[config.mk]
export PLATFORM = sky130hd
export DESIGN_NAME = gradient_accumulator
export DESIGN_NICKNAME = d
export VERILOG_FILES = /design/src/rtl/conv_pkg.sv /design/src/rtl/tap_mult.sv /design/src/rtl/gradient_accumulator.sv
export SDC_FILE = /design/constraint.sdc
export NUM_CORES = 1
export LEC_CHECK = 0
export ABC_AREA = 1
export CORE_ASPECT_RATIO = 1.1
export CORE_MARGIN = 3
export CORE_UTILIZATION = 60
export CTS_BUF_LIST = sky130_fd_sc_hd__clkbuf_16
export DETAILED_ROUTE_END_ITERATION = 6
export PLACE_DENSITY = 0.83
export SETUP_SLACK_MARGIN = 0.1
export SYNTH_ARGS = -nofsm -noshare
export SYNTH_HDL_FRONTEND = slang
export SYNTH_SLANG_ARGS = --single-unit
[constraint.sdc]
create_clock -name clk -period 8.7 [get_ports clk]
set_input_delay 1.74 -clock clk [delete_from_list [all_inputs] [get_ports clk]]
set_output_delay 1.74 -clock clk [all_outputs]
set_load 0.01 [all_outputs]
[src/rtl/conv_pkg.sv]
`default_nettype none
// ============================================================================
// Module   : conv_pkg
// Brief    : Shared widths, tap count, timeout and FSM state type for
//            gradient_accumulator.
// Revision : 1.0 - initial release
// ============================================================================
package conv_pkg;

    localparam int ACC_W        = 12;
    localparam int MAG_W        = 8;
    localparam int N_TAPS       = 6;
    localparam int DONE_TIMEOUT = 4;
    localparam int PROD_W       = 10;
    // One counter serves both the tap count and the done-timeout count
    localparam int CNT_W        = $clog2(N_TAPS);

    typedef enum logic [1:0] {
        IDLE      = 2'd0,
        ACCUM     = 2'd1,
        WAIT_DONE = 2'd2,
        HOLD      = 2'd3
    } state_t;

endpackage
`default_nettype wire

[src/rtl/tap_mult.sv]
`default_nettype none
// ============================================================================
// Module   : tap_mult
// Brief    : Combinational signed 5-bit coefficient x unsigned 5-bit pixel.
// Revision : 1.0 - initial release
// ============================================================================
module tap_mult
    import conv_pkg::*;
(
    input  logic signed [4:0]        a,
    input  logic        [4:0]        b,
    output logic signed [PROD_W-1:0] prod
);

    // Pixel is zero-extended before entering the signed multiply
    assign prod = PROD_W'(a) * $signed(PROD_W'(b));

endmodule
`default_nettype wire

[src/rtl/gradient_accumulator.sv]
`default_nettype none
// ============================================================================
// Module   : gradient_accumulator
// Brief    : Six-tap signed multiply-accumulate with done handshake, timeout
//            and held result. Macro GRAD_SAT_EN saturates mag at 255.
// Revision : 1.0 - initial release
// ============================================================================
module gradient_accumulator
    import conv_pkg::*;
(
    input  logic                    clk,
    input  logic                    rst,
    input  logic                    calc_enable,
    input  logic signed [4:0]       a,
    input  logic        [4:0]       b,
    input  logic                    calc_done,
    input  logic                    out_ready,
    output logic                    out_valid,
    output logic signed [ACC_W-1:0] grad,
    output logic        [MAG_W-1:0] mag,
    output logic                    err
);

    localparam logic [CNT_W-1:0] C_LAST_TAP  = CNT_W'(N_TAPS - 1);
    localparam logic [CNT_W-1:0] C_LAST_WAIT = CNT_W'(DONE_TIMEOUT - 1);

    state_t                   r_state;
    state_t                   w_next_state;
    logic signed [ACC_W-1:0]  r_acc;
    logic signed [ACC_W-1:0]  r_grad;
    logic        [MAG_W-1:0]  r_mag;
    logic        [MAG_W-1:0]  w_mag;
    logic        [CNT_W-1:0]  r_cnt;
    logic        [ACC_W-1:0]  w_abs;
    logic signed [PROD_W-1:0] w_prod;
    logic                     r_err;
    logic                     w_last_tap;
    logic                     w_timeout;
    logic                     w_proto_err;

    tap_mult u_tap_mult (
        .a    (a),
        .b    (b),
        .prod (w_prod)
    );

    assign w_last_tap  = (r_cnt == C_LAST_TAP);
    assign w_timeout   = (r_state == WAIT_DONE) && !calc_done && (r_cnt == C_LAST_WAIT);
    assign w_proto_err = (calc_enable && (r_state != IDLE))
                       || (calc_done && ((r_state == IDLE) || (r_state == ACCUM)))
                       || w_timeout;

    assign w_abs = r_acc[ACC_W-1] ? -r_acc : r_acc;

`ifdef GRAD_SAT_EN
    assign w_mag = (|w_abs[ACC_W-1:MAG_W]) ? {MAG_W{1'b1}} : w_abs[MAG_W-1:0];
`else
    logic w_unused_abs_hi;
    assign w_unused_abs_hi = |w_abs[ACC_W-1:MAG_W];
    assign w_mag           = w_abs[MAG_W-1:0];
`endif

    always_ff @(posedge clk) begin
        if (rst) begin
            r_state <= IDLE;
        end else begin
            r_state <= w_next_state;
        end
    end

    always_comb begin
        w_next_state = r_state;
        case (r_state)
            IDLE:      if (calc_enable) w_next_state = ACCUM;
            ACCUM:     if (w_last_tap)  w_next_state = WAIT_DONE;
            WAIT_DONE: begin
                if (calc_done)      w_next_state = HOLD;
                else if (w_timeout) w_next_state = IDLE;
            end
            HOLD:      if (out_ready)   w_next_state = IDLE;
            default:   w_next_state = IDLE;
        endcase
    end

    always_ff @(posedge clk) begin
        if (rst) begin
            r_acc  <= '0;
            r_cnt  <= '0;
            r_grad <= '0;
            r_mag  <= '0;
            r_err  <= 1'b0;
        end else begin
            if (w_proto_err) r_err <= 1'b1;
            case (r_state)
                IDLE: begin
                    if (calc_enable) begin
                        r_acc <= '0;
                        r_cnt <= '0;
                    end
                end
                ACCUM: begin
                    r_acc <= r_acc + {{(ACC_W-PROD_W){w_prod[PROD_W-1]}}, w_prod};
                    // Counter restarts here so WAIT_DONE can reuse it for the timeout
                    r_cnt <= w_last_tap ? '0 : r_cnt + 1'b1;
                end
                WAIT_DONE: begin
                    if (calc_done) begin
                        r_grad <= r_acc;
                        r_mag  <= w_mag;
                        r_cnt  <= '0;
                    end else begin
                        r_cnt  <= r_cnt + 1'b1;
                    end
                end
                default: ;
            endcase
        end
    end

    assign out_valid = (r_state == HOLD);
    assign grad      = r_grad;
    assign mag       = r_mag;
    assign err       = r_err;

endmodule
`default_nettype wire

==> results.cfg <==
[die]
row_count = 27
core_area_mm2 = 0.00503
dieArea_mm2 = 0.00616
dieWidth_um = 75.1
io_pins = 37
start_util_pct = 62.6
die_h_um = 82.0

[setup_path]
critPathMaxFanout = 7
start_kind = primary input
end_kind = flop
rrSetupSlack_ns = 6.42
reg2reg_depth = 8
timing.rr.start = r_state[0]$_SDFFE_PP0P_
required_ns = 8.82
critPathArrivalTime_ns = 6.31
r2r-end = mag[3]$_SDFFE_PP0P_
crit_type = in -> reg

[drt]
drc = 0
dr.pass1.iters = 4
drt_iter0_markers = 132
dr_total_vias = 2943
drt-total-wl_um = 6930
wire_per_inst_um = 12.9
vias_per_cell = 5.50
ant_nets = 0

[yosys]
synth-seq-cells = 37
yosys-top-cells-area = dfxtp_1, ha_1, nand2_1
muxShareOfSynthArea_pct = 0
syn_avg_cell_area_um2 = 7.11
synth_common_cells = nand2_1, inv_1, ha_1
yosysMostFrequentCell = nand2_1
synthCells = 443
synthAdderAreaFrac_pct = 22.9
netlist_area_mm2 = 0.00315
synthDistinctLibCells = 40
yosysSeqAreaShare_pct = 23.5
synth_xor_area_share_pct = 1.39
synth.net_count = 509
synth_top_family_by_area = simple AND/OR/NAND/NOR gates
synth_top_area_cell = dfxtp_1
yosysWarnings = 0
ys.flop_type = dfxtp_1
synth-simple-area-share_pct = 25.3
synth_top_area_share_pct = 23.5
synthArstFlopShare_pct = 0
synth_edf_count = 0
synth_compound_area_share_pct = 14.6

[global_route]
globalRouteOverflowTotal = 0
grt_pass1_vias = 2707
grt.total_usage_pct = 23.6
grt_pass1_wl_um = 11400
grt_max_degree = 31
antenna_found_initial = 0

[finish]
fillers = 409
area_delta_synth_final_pct = 15.8
nets = 542
layout-drive-gt1-share_pct = 6.08
diodes = 0
final_cells = 535

[sta]
fin_tns_setup_ns = 0
setup_viol = 0
finalHoldViolations = 0
layout_min_cycle_time_ns = 6.18
period_share_pct = 71.1
skew_ns = 0.00363
fmax_mhz = 162
rsz0062_at_grt = false
layout_setup_ws_ns = 2.52
max-slew-margin-rel_pct = 46.7
final-max-slew-violation-count = 0
timing.hold.ws_ns = 0.479
worst_pin_slew_ns = 0.799

[placed_design]
post-place-cells = 527
dp_slack_ns = 2.24
dp_hpwl_um = 5470
place_congestion = 1.00
io_buffers = 36

[clock_network]
cts_tree = done
clk_path_buf_depth = 2
cts_resized = 0
cts_setup_buffers = 0
cts.clk_slew.worst_paths_ns = 0.05
cts_max_level = 2
clkLatencyLatePin_ns = 0.28
cts_buffers = 5
cts_hold_buf = 0
cts.sinks = 37
cts-root-buf = clkbuf_16

[run_status]
status = finished, final reports clean

[worst_hold_path]
hold_depth = 2
hold_class = reg -> reg
holdPathEnd = err$_SDFFE_PP0P_
hp-start = err$_SDFFE_PP0P_

[pwr]
p_leak_nw = 1.82
ir_drop_mv = 0.178
p_per_area_mw_per_mm2 = 226

[job]
drv_cap = 0
## report_power, final
group	total [mW]	internal (mW)	switching, mW
Combinational	0.421	0.157	0.264
Sequential	0.233	0.200	0.0326
Clock	0.169	0.104	0.0649
## flip-flops by register name, indices dropped and copies added, names as in the netlist
signal and flops:
r_acc 12, r_cnt 3, err 1, mag 7
r_state 2, grad 12
## kinds of logic (layout without fill, tap and decap cells)
family          count (synthesis)  count (layout)
xor+xnor                        5               5
buf+inv                        93             127
compound gates                 81              81
simple gates                  176             176
fa+ha+maj                      51              51
flops                          37              37
## how the worst max path moves through the flow
stage / from / endpoint / slack, ns / depth (start not counted)
after global routing: a[4] / r_acc[11]$_SDFFE_PP0P_ / 2.20 / 23
after detailed placement: a[4] / r_acc[10]$_SDFFE_PP0P_ / 2.24 / 22
after CTS: a[4] / r_acc[10]$_SDFFE_PP0P_ / 2.51 / 22
final: a[4] / r_acc[9]$_SDFFE_PP0P_ / 2.52 / 22
after floorplan: a[4] / r_acc[11]$_SDFFE_PP0P_ / 3.09 / 22
after global placement: a[4] / r_acc[11]$_SDFFE_PP0P_ / 2.38 / 23
## cell type report
type,instances,area (um2),area share (%)
Multi-Input combinational cell,313,2020,55.5
Inverter,83,312,8.54
Clock inverter,3,13.8,0.377
Sequential cell,37,741,20.3
Timing Repair Buffer,36,360,9.88
Clock buffer,5,125,3.43
Tap cell,58,72.6,1.99
## per-layer routing
metal  track usage, %  vias to the layer above  part of all wire (%)
met3             4.28                       17                   4.2
met2             39.2                       76                    48
met4             8.54                        0                   2.3
li1                 -                     1492                     -
met1             30.2                     1358                    46
met5                0                        -                     0
## stage by stage
step                      area (um2)  total power, mW  utilization (%)
final                           3650            0.823             72.4
after global routing            3650            0.894             72.4
after CTS                       3650            0.822             72.4
after detailed placement        3510            0.651             69.7
after global placement          3510            0.640             69.7
after floorplan                 3150            0.548                -
## cell usage in the layout, fill, tap and decap left out, types with 2 or more instances in the layout
| cell | instances |
|---|---|
| o21ai_0 | 25 |
| clkbuf_16 | 5 |
| nor3_1 | 5 |
| or2_2 | 3 |
| nand2_1 | 88 |
| ha_1 | 40 |
| inv_1 | 81 |
| nand4_1 | 3 |
| nand3b_1 | 5 |
| o21ai_1 | 2 |
| fa_1 | 11 |
| nor2_1 | 33 |
| nand2_2 | 5 |
| a21oi_1 | 32 |
| a31oi_1 | 6 |
| nand3_2 | 3 |
| inv_2 | 2 |
| dfxtp_1 | 37 |
| a21oi_2 | 3 |
| o211ai_1 | 4 |
| nand3_1 | 24 |
| o22ai_1 | 2 |
| a211oi_1 | 3 |
| clkinv_2 | 2 |
| xnor2_1 | 4 |
| clkdlybuf4s50_1 | 36 |
| nor3_2 | 2 |
## worst max-delay path, cell delays in order
cell and delay, ns:
clkdlybuf4s50_1 0.49, inv_2 0.08, or2_2 0.30, fa_1 0.51, fa_1 0.52, fa_1 0.62, inv_1 0.06, ha_1 0.29
nand3_1 0.08, nand2_1 0.08, nand2_1 0.06, nand2_1 0.05, a21oi_1 0.15, xnor2_1 0.09, ha_1 0.35, inv_1 0.07
o21ai_0 0.27, nor2_1 0.10, nand3_1 0.14, a21oi_1 0.08, o21ai_0 0.08, a21oi_1 0.08
No activity file was read; power rests on OpenSTA's default activity.
